**src/rtl/my_fuseddiv.sv**
```systemverilog
// Unsigned 2N-by-N restoring divider: one quotient bit per cycle, MSB first.
// Divide-by-zero finishes at the accept edge with quotient all ones and dz set.
module my_fuseddiv #(
    parameter int BITWIDTH = 32
) (
    input  logic                    clk,
    input  logic                    aresetn,
    input  logic                    en,
    input  logic [2*BITWIDTH-1:0]   ain,
    input  logic [BITWIDTH-1:0]     bin,
    output logic                    ready,
    output logic                    valid,
    output logic [2*BITWIDTH-1:0]   qout,
    output logic [BITWIDTH-1:0]     rout,
    output logic                    dz
);

    localparam int DW = 2 * BITWIDTH;
    localparam int CW = $clog2(DW);

    typedef enum logic [1:0] {
        IDLE = 2'd0,
        BUSY = 2'd1,
        DONE = 2'd2
    } state_t;

    state_t                 state_r;
    state_t                 next_state_s;
    logic [CW-1:0]          cnt_r;
    // Dividend bits shift out of the top while quotient bits shift in at the bottom.
    logic [DW-1:0]          work_r;
    logic [BITWIDTH-1:0]    div_r;
    logic [BITWIDTH-1:0]    rem_r;
    logic [DW-1:0]          qout_r;
    logic [BITWIDTH-1:0]    rout_r;
    logic                   dz_r;
    logic                   valid_r;

    logic [BITWIDTH:0]      trial_s;
    logic [BITWIDTH-1:0]    rem_next_s;
    logic                   qbit_s;
    logic [DW-1:0]          work_next_s;

    // One restoring step: the stored remainder is always below the divisor, so only the shifted trial needs the extra bit.
    always_comb begin
        trial_s     = {rem_r, work_r[DW-1]};
        rem_next_s  = rem_r;
        qbit_s      = 1'b0;
        if (trial_s >= {1'b0, div_r}) begin
            rem_next_s = trial_s[BITWIDTH-1:0] - div_r;
            qbit_s     = 1'b1;
        end else begin
            rem_next_s = trial_s[BITWIDTH-1:0];
            qbit_s     = 1'b0;
        end
        work_next_s = {work_r[DW-2:0], qbit_s};
    end

    // Next-state decode for the IDLE/BUSY/DONE controller.
    always_comb begin
        next_state_s = state_r;
        case (state_r)
            IDLE: begin
                if (en) begin
                    next_state_s = (bin == {BITWIDTH{1'b0}}) ? DONE : BUSY;
                end else begin
                    next_state_s = IDLE;
                end
            end
            BUSY: begin
                if (cnt_r == {CW{1'b0}}) begin
                    next_state_s = DONE;
                end else begin
                    next_state_s = BUSY;
                end
            end
            DONE:    next_state_s = IDLE;
            default: next_state_s = IDLE;
        endcase
    end

    // Controller state register.
    always_ff @(posedge clk or negedge aresetn) begin
        if (!aresetn) begin
            state_r <= IDLE;
        end else begin
            state_r <= next_state_s;
        end
    end

    // Operand latch, iteration datapath and registered results.
    always_ff @(posedge clk or negedge aresetn) begin
        if (!aresetn) begin
            cnt_r   <= {CW{1'b0}};
            work_r  <= {DW{1'b0}};
            div_r   <= {BITWIDTH{1'b0}};
            rem_r   <= {BITWIDTH{1'b0}};
            qout_r  <= {DW{1'b0}};
            rout_r  <= {BITWIDTH{1'b0}};
            dz_r    <= 1'b0;
            valid_r <= 1'b0;
        end else begin
            valid_r <= 1'b0;
            case (state_r)
                IDLE: begin
                    if (en) begin
                        work_r <= ain;
                        div_r  <= bin;
                        rem_r  <= {BITWIDTH{1'b0}};
                        cnt_r  <= CW'(DW - 1);
                        if (bin == {BITWIDTH{1'b0}}) begin
                            qout_r  <= {DW{1'b1}};
                            rout_r  <= ain[BITWIDTH-1:0];
                            dz_r    <= 1'b1;
                            valid_r <= 1'b1;
                        end
                    end
                end
                BUSY: begin
                    work_r <= work_next_s;
                    rem_r  <= rem_next_s;
                    cnt_r  <= cnt_r - {{(CW-1){1'b0}}, 1'b1};
                    if (cnt_r == {CW{1'b0}}) begin
                        qout_r  <= work_next_s;
                        rout_r  <= rem_next_s;
                        dz_r    <= 1'b0;
                        valid_r <= 1'b1;
                    end
                end
                DONE:    valid_r <= 1'b0;
                default: valid_r <= 1'b0;
            endcase
        end
    end

    assign ready = (state_r == IDLE);
    assign valid = valid_r;
    assign qout  = qout_r;
    assign rout  = rout_r;
    assign dz    = dz_r;

endmodule

```
**config.mk**
```make
export PLATFORM = sky130hd
export DESIGN_NAME = my_fuseddiv
export DESIGN_NICKNAME = d
export VERILOG_FILES = /design/src/rtl/my_fuseddiv.sv
export SDC_FILE = /design/constraint.sdc
export NUM_CORES = 1
export LEC_CHECK = 0
export CORE_ASPECT_RATIO = 0.7
export CORE_UTILIZATION = 50
export CTS_BUF_LIST = sky130_fd_sc_hd__clkbuf_2
export DETAILED_ROUTE_END_ITERATION = 12
export GPL_TIMING_DRIVEN = 0
export HOLD_SLACK_MARGIN = 0.15
export PLACE_DENSITY_LB_ADDON = 0.05
export SETUP_SLACK_MARGIN = 0.3
export SLEW_MARGIN = 20
export SYNTH_ARGS = -nofsm -noshare
export SYNTH_HDL_FRONTEND = slang
export SYNTH_SLANG_ARGS = --single-unit
export TNS_END_PERCENT = 20
```
**constraint.sdc**
```tcl
create_clock -name clk -period 2.9 [get_ports clk]
set_input_delay 0.58 -clock clk [delete_from_list [all_inputs] [get_ports clk]]
set_output_delay 0.58 -clock clk [all_outputs]
set_load 0.005 [all_outputs]
```
Word level (Yosys, flattened, before mapping)
Index checks and enable logic that the tools add are counted.

storage, ports and cells
  register bits after elaboration = 234
  input port bits = 99
  bits in latches = 0
  memories kept = 0
  bits in read-only memories = 0
  bits in writable memories = 0

operators by class
  bitwise gates (word level) = 0
  multiply operators = 0
  equality and inequality tests = 4
  $add $sub $neg = 2
  divide/modulo/power cells = 0
  order comparisons = 1
  shift-type cells = 0
  reduce and logical (&&, ||, !) cells = 7
  multiplexer cells = 28

operator list
  cell                   number
  $mux W64               4
  $pmux W64 S2           2
  $mux W32               5
  $pmux W32 S2           2
  $ge A33 B32 Y1         1
  $logic_not A32 Y1      1
  $sub A32 B32 Y32       1
  $pmux W6 S2            1
  $mux W1                7
  $logic_not A6 Y1       1
  $mux W2                3
  $mux W6                1
  $sub A6 B1 Y6 const B  1
  $ne A2 B2 Y1 const B   2
  $pmux W1 S2            2
  $pmux W2 S2            1
  $reduce_and A2 Y1      2
  $reduce_and A4 Y1      1
  $eq A2 B1 Y1 const B   1
  $logic_not A2 Y1       1
  $ne A2 B1 Y1 const B   1
  $reduce_bool A2 Y1     1

Depth between registers and ports, before layout
Gate-level depths: netlist (run 1).

  depth after elaboration = 4
  mapped depth = 14
  depth with buffers taken out = 13

Worst setup path after synthesis (run 1)
Ideal clock, no wire load.

  kind = register to register
  start point = register rem_r[27]
  end point = register rout_r[0], in the netlist rout[0]
  arrival = 2.924 ns
  cell stages (with the launch flop) = 12
  slack = -0.089 ns
  period minus slack after synthesis = 2.989 ns
  required time = 2.836 ns
  path through = dfrtp_1 > ha_1 > buf_4 > nand4_2 > or4_4 > or3_1 > o311ai_1 > o21ba_1 > buf_6 > mux2_4 > a211oi_2 > a21o_1

between the ends
  word-level cells in the longest chain between the ends = 4

ends and longest elaborated chain
  element                   line  text
  start: declaration        33    logic [BITWIDTH-1:0] rem_r;
  start signal: assignment  97    rem_r <= {BITWIDTH{1'b0}};
  start signal: assignment  109   rem_r <= {BITWIDTH{1'b0}};
  start signal: assignment  121   rem_r <= rem_next_s;
  $ge A33 B32 Y1            49    if (trial_s >= {1'b0, div_r}) begin
  $mux W32                  49
  $mux W32                  123   if (cnt_r == {CW{1'b0}}) begin
  $pmux W32 S2              104   case (state_r)
  end signal: assignment    99    rout_r <= {BITWIDTH{1'b0}};
  end signal: assignment    113   rout_r <= ain[BITWIDTH-1:0];
  end signal: assignment    125   rout_r <= rem_next_s;
  end: declaration          35    logic [BITWIDTH-1:0] rout_r;

No other way between the ends. The select of a mux whose other input is x is not followed.
A chain may end at the register's enable or synchronous reset.

Worst setup path after layout (run 1)
  start point = register rem_r[24]
  end point = register rout_r[7], in the netlist rout[7]

The elaborated chain is that of the path after synthesis.

==> impl_results.md, run 1 <==
- Num ports: 198
- Synthesized area per cell: 9.11 sq um
- Pwr per Cell Area: 1540 mW/mm^2
- Met1 Usage GRT: 0.501
- Remaining DRCs: 0
- First-pass GRT wire length: 59100 microns
- Placeable Area: 0.0227 sq mm
- Top cell type's share of synthesized area: 0.505
- IO buf count: 197
- Static Leak: 6.80 nW
- Vias in the first global route: 10455
- CTS Buf Count: 55
- Die W: 184 microns
- CP Class: register to register
- Gr ovfl total: 0
- Worst-path clk slew: 0.11 ns
- Mapped Area: 0.0115 sq mm
- Simple-gate share of the synthesized area: 0.150
- Cell count after synthesis: 1268
- Slew Limit Headroom: 0.448
- Initial DRC count: 1151
- Clk root buf: clkbuf_2
- Die footprint: 0.0237 sq mm
- Failing checks: negative setup slack
- Placer Congestion: 0.938
- Fin area: 0.0157 sq mm
- PnR worst setup slack: -0.329 ns
- Nets: 1694
- Adder-Cell Fraction of Synth Area: 0.0375
- Startpoint type of the worst setup path: register
- Period minus WS final: 3.23 ns
- Setup_tns: -11.74 ns
- Xor and xnor area share after synthesis: 0.0197
- Worst vdd ir: 1290 uV
- Max-cap violations: 0
- Mapped Nets: 1401
- Vias per cell: 5.82
- Most used DFF post-synth: dfrtp_1
- Final hold violation count: 0
- Largest net degree at the start of global routing: 97
- Sequential fraction of the synthesis area: 0.505
- Share of cells above drive strength 1: 0.160
- Clock tree from TritonCTS: yes
- Die Height: 129 microns
- Final Non-Filler Cells: 1915
- Yosys reg bits: 233
- Tot Pwr: 24.1 mW
- # H-tree levels: 2
- M3 GR Usage: 0.0888
- Setup Skew: 0.0938 ns
- Post-synth EDFFs: 0
- Clock Path Buffers: 3
- Ys Warns: 0
- Hold crit path type: primary input to asynchronous set/reset pin
- Count leader, synth: nand2_1
- Crit share post-route: 1.11
- Worst path slowest cell: or4_4
- Worst EP arrival: 3.98 ns
- Routed Antenna Nets: 0
- DR WL/cell: 20.3 microns
- Total global-route track usage: 0.326
- Placed cell areas: 0.0140 sq mm
- # rows: 46
- Crit. End Element: register
- Number of antenna violations at the first check in global routing: 0
- Top cell type by total area after synthesis: dfrtp_1
- Post-synth top cells: 236 x nand2_1, 233 x dfrtp_1, 125 x o21ai_0
- Crit-path cells: ha_4, buf_8, nand2_2, or4_4, or3_4, o311ai_4, o21bai_4, buf_12, buf_12, mux2i_4, a211oi_2, a21o_1
- Max stage delay on crit path: 0.49 ns
- FILL cells: 1878
- Most frequent CP cell: buf_12
- Setup violators final: 63
- Critical-path maximum fanout: 7
- Register area: 0.00584 sq mm
- Worst slew pin tran: 0.828 ns
- Clk Latency, worst-skew pair: 0.93 ns
- Inst Count DP: 1779
- WL final: 38900 microns
- Initial Utilization: 0.509
- Max Slew Vio Count: 0
- Ranking of synthesized cells by area: dfrtp_1 50%, nand2_1 7.7%, o21ai_0 5.4%
- Status: complete, but fails checks
- Multi-input logic area: 0.00589 sq mm
- Synth cell types: 58
- RSZ-0062 raised after global routing: yes
- Synth async-reset ratio: 1.00
- Post-DP HPWL: 27600 microns
- GRT busiest layer: met1
- CTS sink cnt: 233
- Met2 Track Usage GR: 0.448
- DRT Pass-1 Iters: 5
- Routed vias: 11140
- Compound-cell area share of the yosys netlist: 0.218
- Mux contribution to synthesized area: 0.0230
- Layout area overhead: 35.5%
- CP Data Required Time: 3.65 ns
- Max Clk Rate: 310 MHz
- N_diodes: 0
- Largest family of logic cells by synthesized area: compound AO/OA/AOI/OAI gates
worst max-delay path, delay by kind of cell, from the launching register on:
family / cells / cell delay (ns)
simple gates: 3 / 0.90
buf+inv: 3 / 0.42
fa+ha+maj: 1 / 0.29
flops: 1 / 0.46
compound gates: 4 / 0.71
mux: 1 / 0.27
final cells by class:
cell class | instances | area share
buffer | 91 | 0.0312
clock buffer | 86 | 0.0275
clock inverter | 13 | 0.00496
inverter | 46 | 0.0111
multi-input combinational | 898 | 0.376
sequential | 233 | 0.373
tap | 312 | 0.0249
timing repair buffer | 236 | 0.151
timing repair:
action,in CTS,in global routing
buffers inserted,13,18
endpoints found under the setup margin,163,155
resized for setup,116,84
hold endpoints to repair,137,0
hold buffers,1,0
gates cloned,4,1
pin swaps,21,25
layer usage:
layer	part of all wire	vias up	wire, microns
met5	0	-	0
met4	0.017	0	655
met3	0.10	68	4030
met2	0.42	566	16200
met1	0.46	5415	18100
li1	-	5091	-
through the flow:
stage                     hold WS (ns)  worst slack [ns]  utilization
final                            0.183            -0.329        0.690
after floorplan                  0.284             0.119            -
after global routing             0.196            -0.371        0.690
after detailed placement         0.469             -1.23        0.618
after CTS                        0.173            -0.254        0.670
after global placement           0.462             -8.81        0.615
final timing paths:
check,start,endpoint,slack [ns],depth (start not counted)
max,rem_r[24],rout[7],-0.33,12
min,aresetn,div_r[6],0.18,2
max reg2reg,rem_r[24],rout[7],-0.33,12
min reg2reg,work_r[61],qout[62],0.49,1
max in group asynchronous,aresetn,work_r[56],1.39,4
min in group clk,bin[10],div_r[10],0.23,3
power breakdown:
part | switching [mW] | internal [mW]
clock network | 1.42 | 0.869
logic | 8.54 | 7.12
registers | 1.24 | 4.88
cells in the final DEF, fill, tap and decap left out, types with 18 or more instances in the layout:
cell,n
o21ai_0,99
nor2_1,70
a22oi_1,31
a31oi_1,47
nand3_1,36
dfrtp_1,228
mux2i_4,18
clkbuf_1,65
a21o_1,31
buf_4,31
o21ai_1,25
clkdlybuf4s50_1,195
inv_1,41
nand2_1,232
o22a_1,32
clkbuf_2,95
a21oi_1,69
state kept, by name, indices dropped and copies added, names as in the netlist:
register / count
qout: 64
rout: 32
dz: 1
div_r: 32
rem_r: 32
work_r: 64
cnt_r: 6
state_r: 2
kinds of logic (layout without fill, tap and decap cells):
| kind of cell | after synthesis | after routing |
|---|---|---|
| AOI/OAI and AO/OA | 403 | 403 |
| xor gates and xnor gates | 26 | 26 |
| adders and majority gates | 34 | 34 |
| buffers and inverters | 137 | 472 |
| DFF | 233 | 233 |
| muxes | 26 | 26 |
| and+or+nand+nor | 409 | 409 |
(Power assumes the default switching activity.)
==> run 2: changes to the inputs <==
--- a/config.mk
+++ b/config.mk
@@ -11,7 +11,7 @@
 export DETAILED_ROUTE_END_ITERATION = 12
 export GPL_TIMING_DRIVEN = 0
 export HOLD_SLACK_MARGIN = 0.15
-export PLACE_DENSITY_LB_ADDON = 0.05
+export PLACE_DENSITY = 0.79
 export SETUP_SLACK_MARGIN = 0.3
 export SLEW_MARGIN = 20
 export SYNTH_ARGS = -nofsm -noshare
==> impl_results.md, run 2 (synthesis gave the netlist of run 1 again) <==
- Commonest non-fill, non-tap cell in the layout: nand2_1 (unchanged)
- Util after Layout: 0.691 (was 0.690)
- Crit share post-route: 1.10 (was 1.11)
- Num ports: 198 (unchanged)
- Max Clk Rate: 315 MHz (was 310 MHz)
- Failing checks: negative setup slack (unchanged)
- CTS sink cnt: 233 (unchanged)
- Routed Antenna Nets: 0 (unchanged)
- Die W: 184 microns (unchanged)
- Worst slack, placed: -1.17 ns (was -1.23 ns)
- Top Metal Used: met4 (unchanged)
- Final hold slack: 0.244 ns (was 0.183 ns)
- Final Non-Filler Cells: 1905 (was 1915)
- Tot Pwr: 24.4 mW (was 24.1 mW)
- Nets: 1683 (was 1694)
- Clk Latency, worst-skew pair: 0.88 ns (was 0.93 ns)
- CTS Buf Count: 54 (was 55)
- Critical-path maximum fanout: 7 (unchanged)
- Slew Limit Headroom: 0.323 (was 0.448)
- Gr ovfl total: 0 (unchanged)
- Setup_tns: -9.49 ns (was -11.74 ns)
- Largest net degree at the start of global routing: 97 (unchanged)
- Vias in the first global route: 10704 (was 10455)
- Crit. End Element: register (unchanged)
- Period minus WS final: 3.18 ns (was 3.23 ns)
- Worst EP arrival: 3.93 ns (was 3.98 ns)
- WL final: 38000 microns (was 38900 microns)
- Die footprint: 0.0237 sq mm (unchanged)
- PnR worst setup slack: -0.278 ns (was -0.329 ns)
- Clock Path Buffers: 3 (unchanged)
- Initial DRC count: 1338 (was 1151)
- Share of cells above drive strength 1: 0.164 (was 0.160)
- Placed cell areas: 0.0140 sq mm (unchanged)
- Max Slew Vio Count: 0 (unchanged)
- Die Height: 129 microns (unchanged)
- Setup violators final: 64 (was 63)
- Setup Skew: 0.0773 ns (was 0.0938 ns)
- Vias per cell: 5.88 (was 5.82)
- Initial Utilization: 0.509 (unchanged)
- First-pass GRT wire length: 58700 microns (was 59100 microns)
- CP Data Required Time: 3.65 ns (about the same)
- Static Leak: 6.76 nW (was 6.80 nW)
- Worst slew pin tran: 1.02 ns (was 0.828 ns)
- DRT Pass-1 Iters: 5 (unchanged)
- Remaining DRCs: 0 (unchanged)
- # rows: 46 (unchanged)
- Total global-route track usage: 0.319 (was 0.326)
- Worst-path clk slew: 0.11 ns (about the same)
- # H-tree levels: 2 (unchanged)
- Routed vias: 11201 (was 11140)
- DR WL met3: 3840 microns (was 4030 microns)
- Wire length on met2: 16300 microns (was 16200 microns)
- DR WL/cell: 20.0 microns (was 20.3 microns)
- Hold crit path type: primary input to asynchronous set/reset pin (unchanged)
- Commonest non-fill, non-tap cells in the layout: 230 x nand2_1, 223 x dfrtp_1, 196 x clkdlybuf4s50_1 (was 232 x nand2_1, 228 x dfrtp_1, 195 x clkdlybuf4s50_1)
- Number of antenna violations at the first check in global routing: 1 (was 0)
- Max-cap violations: 0 (unchanged)
- Placer Congestion: 0.887 (was 0.938)
- M1 WL: 16800 microns (was 18100 microns)
- Placeable Area: 0.0227 sq mm (unchanged)
- Startpoint type of the worst setup path: register (unchanged)
- Multi-input logic area: 0.00599 sq mm (was 0.00589 sq mm)
- Status: complete, but fails checks (unchanged)
- Clock tree from TritonCTS: yes (unchanged)
- Worst vdd ir: 712 uV (was 1290 uV)
- Register area: 0.00584 sq mm (about the same)
- Post-DP HPWL: 26600 microns (was 27600 microns)
- RSZ-0062 raised after global routing: yes (unchanged)
- IO buf count: 197 (unchanged)
- CP Class: register to register (unchanged)
- Pwr per Cell Area: 1560 mW/mm^2 (was 1540 mW/mm^2)
- FILL cells: 1787 (was 1878)
- Layout area overhead: 35.7% (was 35.5%)
- Clk root buf: clkbuf_2 (unchanged)
- Fin area: 0.0157 sq mm (about the same)
- Inst Count DP: 1779 (unchanged)
- Final hold violation count: 0 (unchanged)
[run 2: critical path: stages, from the launching register on]
cell	delay, ns
dfrtp_2	0.48
ha_1	0.29
clkbuf_2	0.18
nand4_1	0.23
nor2_1	0.18
nand2_1	0.08
or3_4	0.40
o311ai_4	0.22
o21bai_4	0.23
buf_8	0.20
mux2i_4	0.29
a211oi_1	0.12
a21o_1	0.19
[run 2: routing by layer]
metal	global-route usage	vias up
met1	0.469	5439
met2	0.458	602
met5	0	-
li1	-	5075
met4	0.115	0
met3	0.0787	85
[run 2: area by class of cell]
type / instances / share of cell area
clock buffer: 85 / 0.0272
multi-input combinational: 898 / 0.382
antenna: 1 / 0.000160
clock inverter: 13 / 0.00519
buffer: 91 / 0.0297
tap: 312 / 0.0249
sequential: 233 / 0.373
inverter: 46 / 0.0111
timing repair buffer: 226 / 0.147
[run 2: path summary, 6_finish.rpt]
check	from	endpoint	slack, ns	cells past startpoint
worst max register to register	rem_r[19]	rout[16]	-0.28	12
worst min-delay path	aresetn	qout[37]	0.24	2
worst min register to register	qout[9]	qout[9]	0.49	2
max in group asynchronous	aresetn	div_r[18]	1.43	4
min in group clk	ain[49]	work_r[49]	0.26	3
worst max-delay path	rem_r[19]	rout[16]	-0.28	12
[run 2: timing repair]
action / 4_1_cts / 5_1_grt
endpoints found under the hold margin: 137 / 0
resized for setup: 142 / 75
hold buffers: 1 / 0
setup endpoints to repair: 121 / 162
cloned: 4 / 0
setup buffers: 13 / 9
pin swaps: 25 / 17
[run 2: report_power, final]
| group | total, mW | switching [mW] | internal, mW |
|---|---|---|---|
| clock network | 2.25 | 1.38 | 0.864 |
| logic | 16.0 | 8.86 | 7.12 |
| registers | 6.16 | 1.28 | 4.88 |
